`config.mk`:
```
export PLATFORM = sky130hd
export DESIGN_NAME = rc4_ksa_swap
export DESIGN_NICKNAME = d
export VERILOG_FILES = /design/src/rtl/rc4_pkg.sv /design/src/rtl/rc4_key_byte_sel.sv /design/src/rtl/rc4_ksa_swap.sv
export SDC_FILE = /design/constraint.sdc
export NUM_CORES = 1
export LEC_CHECK = 0
export CAP_MARGIN = 40
export CORE_ASPECT_RATIO = 1.4
export CORE_MARGIN = 2
export CORE_UTILIZATION = 40
export CTS_BUF_LIST = sky130_fd_sc_hd__clkbuf_4 sky130_fd_sc_hd__clkbuf_8
export CTS_CLUSTER_DIAMETER = 40
export DETAILED_ROUTE_END_ITERATION = 12
export SLEW_MARGIN = 5
export SYNTH_ARGS = -nofsm -noshare
export SYNTH_HDL_FRONTEND = slang
export SYNTH_SLANG_ARGS = --single-unit
```
`constraint.sdc`:
```
create_clock -name clk -period 4.1 [get_ports clk]
set_input_delay 0.82 -clock clk [delete_from_list [all_inputs] [get_ports clk]]
set_output_delay 0.82 -clock clk [all_outputs]
set_load 0.05 [all_outputs]
```
`src/rtl/rc4_pkg.sv`:
```
// Shared RC4 types: S-box byte type, S-box depth and the key-scheduling FSM states.
// The S-box fill and keystream blocks use the same definitions.
package rc4_pkg;

    typedef logic [7:0] byte_t;

    localparam int SBOX_DEPTH = 256;

    typedef enum logic [2:0] {
        IDLE   = 3'd0,
        RD_I   = 3'd1,
        CALC_J = 3'd2,
        RD_J   = 3'd3,
        WR_J   = 3'd4,
        WR_I   = 3'd5,
        DONE   = 3'd6
    } ksa_state_t;

endpackage

```
`src/rtl/rc4_key_byte_sel.sv`:
```
// Picks byte kidx out of a KEY_BYTES-wide key; byte 0 is the most significant byte.
module rc4_key_byte_sel
    import rc4_pkg::*;
#(
    parameter int KEY_BYTES = 3,
    localparam int KIDX_W   = (KEY_BYTES > 1) ? $clog2(KEY_BYTES) : 1
) (
    input  logic [KEY_BYTES*8-1:0] key,
    input  logic [KIDX_W-1:0]      kidx,
    output byte_t                  key_byte
);

    // A one-hot style mux avoids a variable part-select on the key.
    always_comb begin
        key_byte = '0;
        for (int k = 0; k < KEY_BYTES; k++) begin
            if (kidx == KIDX_W'(k)) begin
                key_byte = key[(KEY_BYTES-1-k)*8 +: 8];
            end
        end
    end

endmodule

```
`src/rtl/rc4_ksa_swap.sv`:
```
// RC4 key-scheduling swap loop over an external single-port S-box RAM.
// Define RC4_KSA_DBG_EN to expose i, j, si and sj on dbg_* ports.
module rc4_ksa_swap
    import rc4_pkg::*;
#(
    parameter int KEY_BYTES  = 3,
    parameter int ITERATIONS = 256,
    parameter int RD_LATENCY = 2
) (
    input  logic                   clk,
    input  logic                   rst_n,
    input  logic                   start,
    input  logic [KEY_BYTES*8-1:0] secret_key,
    input  byte_t                  rd_data,
    output byte_t                  address,
    output byte_t                  data,
    output logic                   wren,
    output logic                   busy,
    output logic                   done
`ifdef RC4_KSA_DBG_EN
    ,
    output byte_t                  dbg_i,
    output byte_t                  dbg_j,
    output byte_t                  dbg_si,
    output byte_t                  dbg_sj
`endif
);

    localparam int KIDX_W = (KEY_BYTES > 1) ? $clog2(KEY_BYTES) : 1;
    localparam int CNT_W  = (ITERATIONS > 1) ? $clog2(ITERATIONS) : 1;
    localparam int WAIT_W = (RD_LATENCY > 1) ? $clog2(RD_LATENCY) : 1;

    ksa_state_t        state_q, state_d;
    byte_t             i_q, i_d;
    byte_t             j_q, j_d;
    byte_t             si_q, si_d;
    byte_t             sj_q, sj_d;
    logic [KIDX_W-1:0] kidx_q, kidx_d;
    logic [CNT_W-1:0]  cnt_q, cnt_d;
    logic [WAIT_W-1:0] wait_q, wait_d;
    byte_t             key_byte;

    rc4_key_byte_sel #(
        .KEY_BYTES (KEY_BYTES)
    ) u_key_sel (
        .key      (secret_key),
        .kidx     (kidx_q),
        .key_byte (key_byte)
    );

    always_ff @(posedge clk or negedge rst_n) begin
        if (!rst_n) begin
            state_q <= IDLE;
            i_q     <= '0;
            j_q     <= '0;
            si_q    <= '0;
            sj_q    <= '0;
            kidx_q  <= '0;
            cnt_q   <= '0;
            wait_q  <= '0;
        end else begin
            state_q <= state_d;
            i_q     <= i_d;
            j_q     <= j_d;
            si_q    <= si_d;
            sj_q    <= sj_d;
            kidx_q  <= kidx_d;
            cnt_q   <= cnt_d;
            wait_q  <= wait_d;
        end
    end

    always_comb begin
        state_d = state_q;
        i_d     = i_q;
        j_d     = j_q;
        si_d    = si_q;
        sj_d    = sj_q;
        kidx_d  = kidx_q;
        cnt_d   = cnt_q;
        wait_d  = wait_q;
        case (state_q)
            IDLE: begin
                if (start) begin
                    i_d     = '0;
                    j_d     = '0;
                    kidx_d  = '0;
                    cnt_d   = '0;
                    wait_d  = '0;
                    state_d = RD_I;
                end
            end
            // Address is held for RD_LATENCY cycles; the RAM output is taken on the last one.
            RD_I: begin
                if (wait_q == WAIT_W'(RD_LATENCY-1)) begin
                    si_d    = rd_data;
                    wait_d  = '0;
                    state_d = CALC_J;
                end else begin
                    wait_d = wait_q + WAIT_W'(1);
                end
            end
            CALC_J: begin
                j_d     = j_q + si_q + key_byte;
                state_d = RD_J;
            end
            RD_J: begin
                if (wait_q == WAIT_W'(RD_LATENCY-1)) begin
                    sj_d    = rd_data;
                    wait_d  = '0;
                    state_d = WR_J;
                end else begin
                    wait_d = wait_q + WAIT_W'(1);
                end
            end
            WR_J: begin
                state_d = WR_I;
            end
            WR_I: begin
                i_d    = i_q + 8'd1;
                kidx_d = (kidx_q == KIDX_W'(KEY_BYTES-1)) ? '0 : kidx_q + KIDX_W'(1);
                if (cnt_q == CNT_W'(ITERATIONS-1)) begin
                    state_d = DONE;
                end else begin
                    cnt_d   = cnt_q + CNT_W'(1);
                    state_d = RD_I;
                end
            end
            DONE: begin
                if (!start) begin
                    state_d = IDLE;
                end
            end
            default: begin
                state_d = IDLE;
            end
        endcase
    end

    // A self-swap (i == j) writes si to the same location twice, leaving S unchanged.
    always_comb begin
        address = i_q;
        data    = '0;
        wren    = 1'b0;
        case (state_q)
            RD_J: begin
                address = j_q;
            end
            WR_J: begin
                address = j_q;
                data    = si_q;
                wren    = 1'b1;
            end
            WR_I: begin
                data = sj_q;
                wren = 1'b1;
            end
            default: begin
                address = i_q;
            end
        endcase
    end

    assign busy = (state_q != IDLE) && (state_q != DONE);
    assign done = (state_q == DONE);

`ifdef RC4_KSA_DBG_EN
    assign dbg_i  = i_q;
    assign dbg_j  = j_q;
    assign dbg_si = si_q;
    assign dbg_sj = sj_q;
`endif

endmodule

```
==> metrics.md, run 1 <==
| Metric | Value |
|---|---|
| Status | finished clean |
| Pwr dens | roughly 800 nW/um^2 |
| Critical path required time | around 3300 ps |
| Total congestion overflow | 0 |
| Final Power | 2.984 mW |
| Crit Path Max Fanout | 16 |
| Antenna violations before repair | 0 |
| Sequential fraction of the synthesis area | 0.3883 |
| Area delta synth->final | 24.31% |
| Setup tns final | 0 ps |
| Startpoint Class | flip-flop |
| Cts repair resizes | 0 |
| CTS Sinks | 46 |
| Final nets | just over 400 |
| Post-DP HPWL | 5466 um |
| Fillcell total | 699 |
| Yosys cell types | 51 |
| Slew headroom | 0.5987 |
| Final Setup Violations | 0 |
| Hold path cells | 1 |
| Yosys warns | 0 |
| Synth Instances | around 300 |
| Gr usage total | 0.1821 |
| Number of synthesized register bits | between 40 and 50 |
| ANT nets after route | 0 |
| Clk buf depth | 2 |
| Actual slew at the worst max-slew pin | around 600 ps |
| Total CTS buffers | 5 |
| Post-CTS Setup Bufs | 0 |
| Netlist Area Pre-Place | 2964 um^2 |
| Final GP Congestion | approximately 0.78 |
| Synth Area in XOR/XNOR | 0.02955 |
| DRT Pass-1 Iters | 4 |
| Crit Reg-Reg Startpoint | kidx_q[0]$_DFFE_PN0P_ |
| Clock root buffer | clkbuf_8 |
| Peak supply drop | 0.4777 mV |
| Hold Path Class | reg -> reg |
| Vias per cell | between 5 and 6 |
| Wire per inst | around 16 um |
| Synth Net Count | 352 |
| Pleak | around 1.6 nW |
| WP data arrival | about 2700 ps |
| EDFF count, synth | 0 |
| Die extent in x | around 77 um |
| Final WL | roughly 7000 um |
| FMAX | 286.9 MHz |
| Minimum clock period | about 3500 ps |
| Fraction of layout instances using a drive strength above 1 | 0.1303 |
| Critical path capture point type | output pin |
| Pin count of the biggest net entering global routing | 26 |
| Post-synthesis simple-gate area fraction | 0.2009 |
| Clk_skew | 3.945 ps |
| Worst hold endpoint | i_q[7]$_DFFE_PN0P_ |
| Row Count | 37 |
| Reg-to-reg endpoint | j_q[7]$_DFFE_PN0P_ |
| Vias | approximately 2400 |
| Synth Area in Adders | 0.08780 |
| IO Count | 54 |
| Die Y | between 100 and 150 um |
| R2r worst-path depth | 12 |
| Mux contribution to synthesized area | 0.1448 |
| Avg Cell Area, Syn | 9.847 um^2 |
| Crit Path Class | reg -> out |
| Post-synthesis compound-gate area fraction | 0.1110 |
| Initial Utilization | 0.4078 |
| Clock tree from TritonCTS | built |
| CTS HTree Levels | 2 |
| Core ar. | slightly above 7000 um^2 |
| Largest family of logic cells by synthesized area | simple AND/OR/NAND/NOR gates |
| Final Hold Vio Count | 0 |
| Die footprint | between 8000 and 9000 um^2 |
| Worst skew pair latency | 300 ps |
| Fin crit share | 0.8500 |
| Drt initial violations | 85 |
| Fin. max-slew vios | 0 |
| R2R setup slack | between 700 and 800 ps |
| Remaining DRCs | 0 |
| Ys flop type | dfrtp_1 |
| First-pass GRT wire length | around 12000 um |
| Post-synth ARST share | 1.000 |
| Clock transition at the registers of the reported paths | around 90 ps |
| Max-cap viol count | 0 |
| Vias in the first global route | about 2400 |
| Min-delay src | i_q[7]$_DFFE_PN0P_ |
| I/O Buffers | 53 |
| Post-cts hold buffer count | 0 |
| Antenna cells | 0 |
| RSZ-0062 raised after global routing | false |
critical path: stages (launching register included):
cell             delay [ps]
dfrtp_1                 650
nand2b_1                170
o21ai_2                 430
mux2_2                  410
clkdlybuf4s50_1         700
how the worst max path moves through the flow:
stage	cells after the start	slack, ps	from	endpoint
after floorplan	12	1070	kidx_q[0]$_DFFE_PN0P_	j_q[7]$_DFFE_PN0P_
after global placement	12	530	secret_key[9]	j_q[7]$_DFFE_PN0P_
after detailed placement	12	460	secret_key[17]	j_q[7]$_DFFE_PN0P_
after CTS	4	580	state_q[2]$_DFFE_PN0P_	address[5]
after global routing	12	410	kidx_q[0]$_DFFE_PN0P_	j_q[7]$_DFFE_PN0P_
final	4	610	state_q[2]$_DFFE_PN0P_	address[5]
synth_stat cells (5+ instances only):
cell       n  share of area
a21oi_1    8          0.014
buf_2      5         0.0084
clkbuf_1   8          0.010
dfrtp_1   46           0.39
fa_1       8          0.054
ha_1       8          0.034
inv_1     11          0.014
mux2_2    23          0.087
mux2i_1   17          0.057
nand2_1   24          0.030
nand2b_1   6          0.013
nand3_1   17          0.029
nand4_1    5          0.011
nor2_1    22          0.028
nor2b_1    6          0.013
o21ai_0   29          0.049
xnor2_1    8          0.024
where the power goes:
| group | total [mW] | internal [mW] | leakage [nW] | switching (mW) |
|---|---|---|---|---|
| registers | 0.830 | 0.624 | 0.586 | 0.206 |
| logic | 1.88 | 0.842 | 0.933 | 1.04 |
| clock network | 0.270 | 0.115 | 0.0438 | 0.155 |
registers in the layout (all words and copies together) (netlist names):
| name | count |
|---|---|
| cnt_q | 8 |
| si_q | 8 |
| i_q | 8 |
| wait_q | 1 |
| sj_q | 8 |
| state_q | 3 |
| kidx_q | 2 |
| j_q | 8 |
cell type report:
cell class | instances | area, um^2 | area share
multi-input cells | 229 | 1702 | 0.4618
flip-flops and latches | 46 | 1151 | 0.3124
repair buffers | 60 | 590.6 | 0.1603
well taps | 97 | 121.4 | 0.03294
clock buffers | 5 | 68.82 | 0.01868
inverters | 11 | 41.29 | 0.01121
clock inverters | 2 | 10.01 | 0.002716
placed cells by master, fill, tap and decap left out, drive strengths merged, types with 3 or more instances in the layout:
master / Yosys / final
xnor2: 8 / 8
a21o: 3 / 3
nor3b: 5 / 5
clkbuf: 8 / 5
nand2b: 6 / 6
mux2i: 17 / 17
mux2: 23 / 23
buf: 7 / 8
nor3: 4 / 4
ha: 8 / 8
fa: 8 / 8
clkdlybuf4s50: 0 / 52
nor2: 23 / 23
dfrtp: 46 / 46
nand2: 24 / 24
a21oi: 8 / 8
nand3: 17 / 17
o31ai: 3 / 3
nor4b: 3 / 3
nand4: 5 / 5
nor2b: 6 / 6
o21ai: 30 / 30
inv: 11 / 11
metrics by stage:
stage                     area (um^2)  setup WS (ps)    util  hold WS, ps  cells
after floorplan                  2964           1069       -        447.8    301
after global placement           3578          532.8  0.4923        471.2    441
after detailed placement         3606          459.3  0.4961        474.4    443
after CTS                        3685          576.5  0.5070        487.8    450
after global routing             3685          408.2  0.5070        523.2    450
final                            3685          614.8  0.5070        482.1    450
cell families (layout without fill, tap and decap cells):
kind of cell             count (synthesis)  count (layout)
adder cells (fa/ha/maj)                 16              16
buffers and inverters                   26              78
AO/OA/AOI/OAI                           55              55
flip-flops                              46              46
AND/OR/NAND/NOR                        108             108
XOR/XNOR                                10              10
multiplexers                            40              40
layer usage:
metal / GRT usage / wire (um) / vias to the layer above
met1: 0.2298 / 3087 / 1143
met5: 0 / 0 / -
li1: - / - / 1172
met3: 0.02312 / 174 / 6
met4: 0.04286 / 79 / 0
met2: 0.3283 / 3697 / 38
(Power assumes the default switching activity.)
==> inputs of run 2 (changes only) <==
--- a/config.mk
+++ b/config.mk
@@ -12,6 +12,7 @@
 export CTS_BUF_LIST = sky130_fd_sc_hd__clkbuf_4 sky130_fd_sc_hd__clkbuf_8
 export CTS_CLUSTER_DIAMETER = 40
 export DETAILED_ROUTE_END_ITERATION = 12
+export PLACE_DENSITY = 0.66
 export SLEW_MARGIN = 5
 export SYNTH_ARGS = -nofsm -noshare
 export SYNTH_HDL_FRONTEND = slang
==> constraint.sdc (replaced) <==
create_clock -name clk -period 3.2 [get_ports clk]
set_input_delay 0.64 -clock clk [delete_from_list [all_inputs] [get_ports clk]]
set_output_delay 0.64 -clock clk [all_outputs]
set_load 0.05 [all_outputs]
==> run 2 against run 1 <==
Net effect: final cell count grew 3.3%; non-clock buffer count increased by 14; routed wire length up 3.4%; largest cell class unchanged; largest power group unchanged.
==> metrics.md, run 2 (same netlist as run 1, synthesis figures left out) <==
| Metric | Value |
|---|---|
| Most common cell after layout, fill and taps aside | dfrtp_1 |
| Antenna cells | 0 (unchanged) |
| Post-DP HPWL | 5728 um (+4.8%) |
| Final GP Congestion | 0.8477 (+8.9%) |
| Clock transition at the registers of the reported paths | 90 ps (about the same) |
| Final nets | 418 (+3.5%) |
| Initial Utilization | 0.4078 (unchanged) |
| Post-layout util | 0.5250 (+0.01808) |
| R2r worst-path depth | 13 (+1) |
| Minimum clock period | 3055 ps |
| Post-cts hold buffer count | 0 (unchanged) |
| Most frequent cells in the layout | 46 x dfrtp_1, 44 x clkdlybuf4s50_1, 29 x o21ai_0, 28 x buf_4, 24 x nand2_1 |
| Final Setup Violations | 0 (unchanged) |
| Area delta synth->final | 28.75% |
| Slew headroom | 0.5081 (-0.09067) |
| Logic pwr share | 0.647 (+0.016) |
| P_sw | 1.869 mW (+33%) |
| Antenna violations before repair | 0 (unchanged) |
| Actual slew at the worst max-slew pin | 737.9 ps (+137.5 ps) |
| Sw Ratio | 0.4503 (-0.01989) |
| Pleak | 1.666 nW (+6.7%) |
| Final Power | 4.151 mW (+39%) |
| Fraction of met2 tracks used by global routing | 0.3390 (+0.01065) |
| Row Count | 37 (unchanged) |
| Startpoint Class | primary input |
| Busiest layer in global routing | met2 |
| Die footprint | 8125 um^2 (unchanged) |
| First-pass GRT wire length | 12320 um (+4.7%) |
| Critical path required time | 3440 ps (+160 ps) |
| WP data arrival | 3300 ps (+630 ps) |
| Drt initial violations | 119 (+40%) |
| Final WL | 7276 um (+3.4%) |
| CTS Sinks | 46 (unchanged) |
| DRT Pass-1 Iters | 4 (unchanged) |
| CP startpoint | secret_key[9] |
| Hold Path Class | in -> async |
| Crit Path Class | in -> reg |
| Peak supply drop | 0.5050 mV (+5.7%) |
| Clk_skew | 6.303 ps (+2.358 ps) |
| Remaining DRCs | 0 (unchanged) |
| Fillcell total | 691 (-1.1%) |
| Pin count of the biggest net entering global routing | 25 (-3.8%) |
| Clock tree from TritonCTS | built |
| ANT nets after route | 0 (unchanged) |
| IO Count | 54 (unchanged) |
| FMAX | 327.3 MHz |
| Clk pwr share | 0.105 (+0.014) |
| Status | finished clean |
| Fraction of layout instances using a drive strength above 1 | 0.1929 (+0.06262) |
| Final Hold Vio Count | 0 (unchanged) |
| Max-cap viol count | 0 (unchanged) |
| Vias in the first global route | 2420 (+2.6%) |
| Clk buf depth | 2 (unchanged) |
| Pwr dens | 1088 nW/um^2 (+34%) |
| Gr usage total | 0.1907 (+0.008543) |
| RSZ-0062 raised after global routing | false |
| Critical path capture point type | flip-flop |
| Crit Reg-Reg Startpoint | kidx_q[1]$_DFFE_PN0P_ |
| CTS HTree Levels | 2 (unchanged) |
| Core ar. | 7268 um^2 (unchanged) |
| Total congestion overflow | 0 (unchanged) |
| Vias per cell | 5.219 (-0.44%) |
| Die Y | 105.9 um (unchanged) |
| Seq pwr share | 0.248 (-0.030) |
| Total CTS buffers | 5 (unchanged) |
| I/O Buffers | 53 (unchanged) |
| Met1 Track Usage GR | 0.2391 (+0.009218) |
| Met3 Usage GRT | 0.02226 (-0.0008562) |
| Worst skew pair latency | 300 ps (about the same) |
| Crit Path Max Fanout | 4 (-12) |
| Fin. max-slew vios | 0 (unchanged) |
| Vias | 2427 (+2.9%) |
| Internal | 2.282 mW (+44%) |
| Fin crit share | 0.9548 |
| Die extent in x | 76.76 um (unchanged) |
| Clock root buffer | clkbuf_8 |
| Wire per inst | 15.65 um (about the same) |
run 2: power groups by stage:
stage / combinational (mW) / clock [mW] / sequential (mW)
6_report: 2.69 / 0.434 / 1.03
5_1_grt: 2.99 / 0.469 / 1.07
4_1_cts: 2.69 / 0.444 / 1.04
3_5_place_dp: 2.68 / 0 / 1.05
3_3_place_gp: 2.62 / 0 / 1.04
2_1_floorplan: 1.89 / 0 / 0.964
run 2: area by class of cell:
type,count,area (um^2),area share
multi-input cells,229,1710,0.4482
well taps,97,121.4,0.03180
clock buffers,5,68.82,0.01803
inverters,11,41.29,0.01082
clock inverters,3,40.04,0.01049
repair buffers,74,683.2,0.1790
flip-flops and latches,46,1151,0.3016
run 2: through the flow:
| stage | cells | setup WS (ps) | hold WS (ps) | setup TNS (ps) | instance area (um^2) |
|---|---|---|---|---|---|
| after floorplan | 301 | 168.9 | 344.4 | 0 | 2964 |
| after global placement | 456 | -162.1 | 472.0 | -234.2 | 3671 |
| after detailed placement | 457 | -236.8 | 477.8 | -355.9 | 3699 |
| after CTS | 465 | 75.55 | 357.4 | 0 | 3807 |
| after global routing | 465 | 44.48 | 374.6 | 0 | 3816 |
| final | 465 | 144.7 | 335.4 | 0 | 3816 |
run 2: metal layers:
metal	up-vias	share of wire
li1	1202	-
met1	1172	0.43
met2	44	0.52
met3	9	0.029
met4	0	0.021
met5	-	0
run 2: critical path, stage by stage:
cell and delay (ps):
clkdlybuf4s50_1 390, mux2i_1 120, o21ai_0 160, fa_1 520, ha_1 180, inv_1 60
fa_1 400, nor2b_2 150, o2111ai_2 150, a211o_1 280, a21o_1 180, nand3_1 60
run 2: worst paths after layout:
path	slack [ps]	end
setup / recovery	140	j_q[7]$_DFFE_PN0P_
hold / removal	340	cnt_q[4]$_DFFE_PN0P_
setup reg to reg	260	j_q[7]$_DFFE_PN0P_
hold reg to reg	490	i_q[7]$_DFFE_PN0P_
max in group asynchronous	2340	si_q[4]$_DFFE_PN0P_
min in group clk	490	i_q[7]$_DFFE_PN0P_
run 2: repair_timing:
action | in CTS | in global routing
buffers inserted | 0 | 0
gates resized for setup | 0 | 2
endpoints found under the setup margin | 0 | 1
